$ cat src/rtl/spike_event_fifo.sv
// spike_event_fifo: timestamps qualified spikes from the neuron and buffers
// them in a small circular FIFO, drained over a valid/ready handshake.
// A sticky overflow flag records any event dropped while the FIFO was full.
module spike_event_fifo #(
    parameter int DEPTH    = 8,
    parameter int TS_WIDTH = 8
) (
    input  logic                    clk,
    input  logic                    rst_n,
    input  logic                    enable,
    input  logic                    spike_in,
    input  logic                    out_ready,
    input  logic                    clear_overflow,
    output logic [TS_WIDTH-1:0]     out_data,
    output logic                    out_valid,
    output logic [$clog2(DEPTH):0]  fifo_count,
    output logic                    overflow
);

    localparam int AW = $clog2(DEPTH);
    localparam int CW = AW + 1;

    logic [TS_WIDTH-1:0] ts;
    logic [TS_WIDTH-1:0] mem [DEPTH];
    logic [AW-1:0]       wr_ptr;
    logic [AW-1:0]       rd_ptr;

    logic push_req;
    logic pop;
    logic full;
    logic push_ok;
    logic drop;

    // Handshake decode; a pop frees the head slot at the same edge, so a
    // push into a full FIFO is still accepted when a pop coincides.
    always_comb begin
        full     = (fifo_count == CW'(DEPTH));
        pop      = out_valid & out_ready;
        push_req = enable & spike_in;
        push_ok  = push_req & (~full | pop);
        drop     = push_req & full & ~pop;
    end

    // Outputs come straight from the count register and the array head,
    // so out_ready never reaches them combinationally.
    assign out_valid = (fifo_count != '0);
    assign out_data  = mem[rd_ptr];

    // Free-running timestamp, advanced only by the neuron update strobe.
    always_ff @(posedge clk or negedge rst_n) begin
        if (!rst_n) begin
            ts <= '0;
        end else if (enable) begin
            ts <= ts + TS_WIDTH'(1);
        end
    end

    // Event storage; cleared on reset so the idle head reads as zero.
    always_ff @(posedge clk or negedge rst_n) begin
        if (!rst_n) begin
            for (int i = 0; i < DEPTH; i++) mem[i] <= '0;
        end else if (push_ok) begin
            mem[wr_ptr] <= ts;
        end
    end

    // Pointers wrap naturally (DEPTH is a power of two); occupancy tracked by count.
    always_ff @(posedge clk or negedge rst_n) begin
        if (!rst_n) begin
            wr_ptr     <= '0;
            rd_ptr     <= '0;
            fifo_count <= '0;
        end else begin
            if (push_ok) wr_ptr <= wr_ptr + AW'(1);
            if (pop)     rd_ptr <= rd_ptr + AW'(1);
            case ({push_ok, pop})
                2'b10:   fifo_count <= fifo_count + CW'(1);
                2'b01:   fifo_count <= fifo_count - CW'(1);
                default: fifo_count <= fifo_count;
            endcase
        end
    end

    // Sticky drop flag; a drop in the same cycle as a clear keeps it set.
    always_ff @(posedge clk or negedge rst_n) begin
        if (!rst_n) begin
            overflow <= 1'b0;
        end else if (drop) begin
            overflow <= 1'b1;
        end else if (clear_overflow) begin
            overflow <= 1'b0;
        end
    end

endmodule

$ cat config.mk
export PLATFORM = sky130hd
export DESIGN_NAME = spike_event_fifo
export DESIGN_NICKNAME = d
export VERILOG_FILES = /design/src/rtl/spike_event_fifo.sv
export SDC_FILE = /design/constraint.sdc
export NUM_CORES = 1
export LEC_CHECK = 0
export BUFFER_PORTS_ARGS = -buffer_cell sky130_fd_sc_hd__buf_4
export CAP_MARGIN = 25
export CORE_ASPECT_RATIO = 0.7
export CORE_MARGIN = 1.5
export CORE_UTILIZATION = 48
export DETAILED_ROUTE_END_ITERATION = 10
export PLACE_DENSITY = 0.67
export SLEW_MARGIN = 40
export SYNTH_ARGS = -nofsm -noshare
export SYNTH_HDL_FRONTEND = slang
export SYNTH_SLANG_ARGS = --single-unit
$ cat constraint.sdc
create_clock -name clk -period 5.18 [get_ports clk]
set_input_delay 0.259 -clock clk [delete_from_list [all_inputs] [get_ports clk]]
set_output_delay 0.259 -clock clk [all_outputs]
set_load 0.02 [all_outputs]
==> metrics <==
Post-CTS Hold Fix Bufs 0; CTS clock-pin slew for the worst setup and hold paths 60 ps; first-pass GRT wire length 12,360 µm; total grt overflow 0; H-tree depth 3; Final Util 56.32%; TritonRoute pass-1 iters 4; fin crit share 57.52%; nets@finish 290; Max-cap violations 0; Syn Std Cell Area 4078 µm²; Hold WS -53.29 ps; largest net degree at the start of global routing 84; Die Ht 80.12 µm; most frequent cells in the layout dfrtp_1, mux2_2, buf_4; post-CTS setup buffers 0; final hold violation count 47; TNS Setup 0 ps; Mapped Nets 284; die width 113.2 µm; Synth cell types 42; Leakage 2.064 nW; CTS Sinks 83; root buf cell clkbuf_16; yosys warns 0; P per Cell Area 606.9 nW/µm²; Rel. slew slack 42.75%; # setup viols final 0; initial core utilization 50.72%; diodes inserted 0; Fmax 0.3356 GHz; Worst EP required 5380 ps; CTS tree yes; Via Count 2,181; Crit Path Class reg2reg; row cnt 27; PnR Total Power 2.748 mW; Mapped Avg Cell Area 14.99 µm²; number of synthesized flops with an enable pin 0; max-slew violations 0; Via density 5.680; CORE AREA 8040 µm²; routability cong. 0.8189; total DRC errors in the routed layout 0; Yosys reg bits 83; Critical Path AT 3180 ps; routed wire length 7533 µm; DRC marker count from the first detailed-route iteration 86; Final Skew 4.696 ps; Post-CTS Resized 0; Synth Instances 272; drt wl/cell 19.62 µm; Bufs on Longest Clock Path 2; vias in the first global route 2,292; Worst Tran Pin Value 858.8 ps; ys flop type dfrtp_1; maximum resistive drop on vdd 0.3082 mV; Layout area overhead 11.05%; Boundary Pins 20; hold crit path type in2async; clk_lat worst skew 330 ps; CP endpoint kind flip-flop; Critical Path Source Type flip-flop; fraction of registers with async set/reset 100.0%; share of cells above drive strength 1 47.35%; register area share after synthesis 50.94%; RSZ-0062 raised after global routing false; remaining antenna violation count 0; TritonCTS Buffers 9; clock period minus worst slack 2980 ps; HPWL Detailed 4715 µm; status finished, violations left; Die Footprint 9066 µm²; IO Port Bufs 19; initial antenna violation count 0; Worst Path Max Fanout 9; failing checks hold timing; Total GRT Usage 18.86%; commonest non-fill, non-tap cell in the layout dfrtp_1
[worst max-delay path, cell delays in order, from the launching register on]
cell and delay [ps]:
dfrtp_1 490, nor3_2 600, a21oi_1 290, inv_1 140, ha_1 260, or3b_2 480
a2111oi_0 400, o221ai_1 180
[layout make-up]
type | instances | area (µm²)
Fill cell | 679 | 3512
Sequential cell | 83 | 2077
Multi-Input combinational cell | 159 | 1857
Clock buffer | 15 | 287.8
Timing Repair Buffer | 20 | 156.4
Tap cell | 101 | 126.4
Inverter | 5 | 18.77
Clock inverter | 1 | 5.005
[power by group]
group          internal [mW]  switching [mW]
clock network          0.376           0.234
registers              0.890           0.282
logic                  0.576           0.390
total                   1.84           0.906
[routing by layer]
metal  vias to the layer above  track usage [%]  part of all wire (%)
met2                        27            29.09                    45
met4                         0            7.125                   1.4
met1                      1144            25.46                    50
met5                         -                0                     0
met3                         8            5.585                   3.0
li1                       1002                -                     -
[state kept, by name, summed over array words and instances, names as in the netlist]
| signal | flops |
|---|---|
| fifo_count | 4 |
| wr_ptr | 3 |
| overflow | 1 |
| rd_ptr | 3 |
| mem | 64 |
| ts | 8 |
[Yosys cell counts (5+ instances only)]
cell type	count	area (µm²)
dfrtp_1	83	2077
mux2_2	60	675.7
mux2_4	16	240.2
mux4_2	16	360.4
clkbuf_1	8	30.03
buf_2	7	35.03
nand2_1	7	26.28
xnor2_1	7	61.31
xor2_1	7	61.31
ha_1	6	75.07
buf_1	5	18.77
buf_6	5	56.30
inv_1	5	18.77
[final timing paths]
kind	startpoint	endpoint	slack [ps]	cells past startpoint
min	rst_n	mem[22]$_DFFE_PN0P_	-50	1
min in group clk	clear_overflow	overflow$_DFFE_PN0P_	120	2
min reg2reg	mem[9]$_DFFE_PN0P_	mem[9]$_DFFE_PN0P_	500	1
max	fifo_count[0]$_DFFE_PN0P_	fifo_count[3]$_DFFE_PN0P_	2200	7
max in group asynchronous	rst_n	mem[10]$_DFFE_PN0P_	4730	1
max reg2reg	fifo_count[0]$_DFFE_PN0P_	fifo_count[3]$_DFFE_PN0P_	2200	7
[through the flow]
| step | setup WS [ps] | instance area, µm² | hold WS, ps | instances |
|---|---|---|---|---|
| 6_report | 2200 | 4528 | -53.29 | 384 |
| 5_1_grt | 1954 | 4528 | 7.988 | 384 |
| 4_1_cts | 2352 | 4511 | 0.6973 | 384 |
| 3_5_place_dp | 2355 | 4218 | 359.9 | 368 |
| 3_3_place_gp | 2490 | 4214 | 463.7 | 368 |
| 2_1_floorplan | 2550 | 4078 | -36.59 | 272 |
[cell families (layout without fill, tap and decap cells)]
| kind of cell | after synthesis | count (layout) | synth area share [%] |
|---|---|---|---|
| xor gates and xnor gates | 14 | 14 | 3.007 |
| and+or+nand+nor | 28 | 28 | 4.388 |
| AOI/OAI and AO/OA | 18 | 18 | 4.388 |
| adders and majority gates | 6 | 6 | 1.841 |
| muxes | 93 | 93 | 31.54 |
| DFF | 83 | 83 | 50.94 |
| buffers and inverters | 30 | 41 | 3.897 |
No activity file was read; power rests on OpenSTA's default activity.
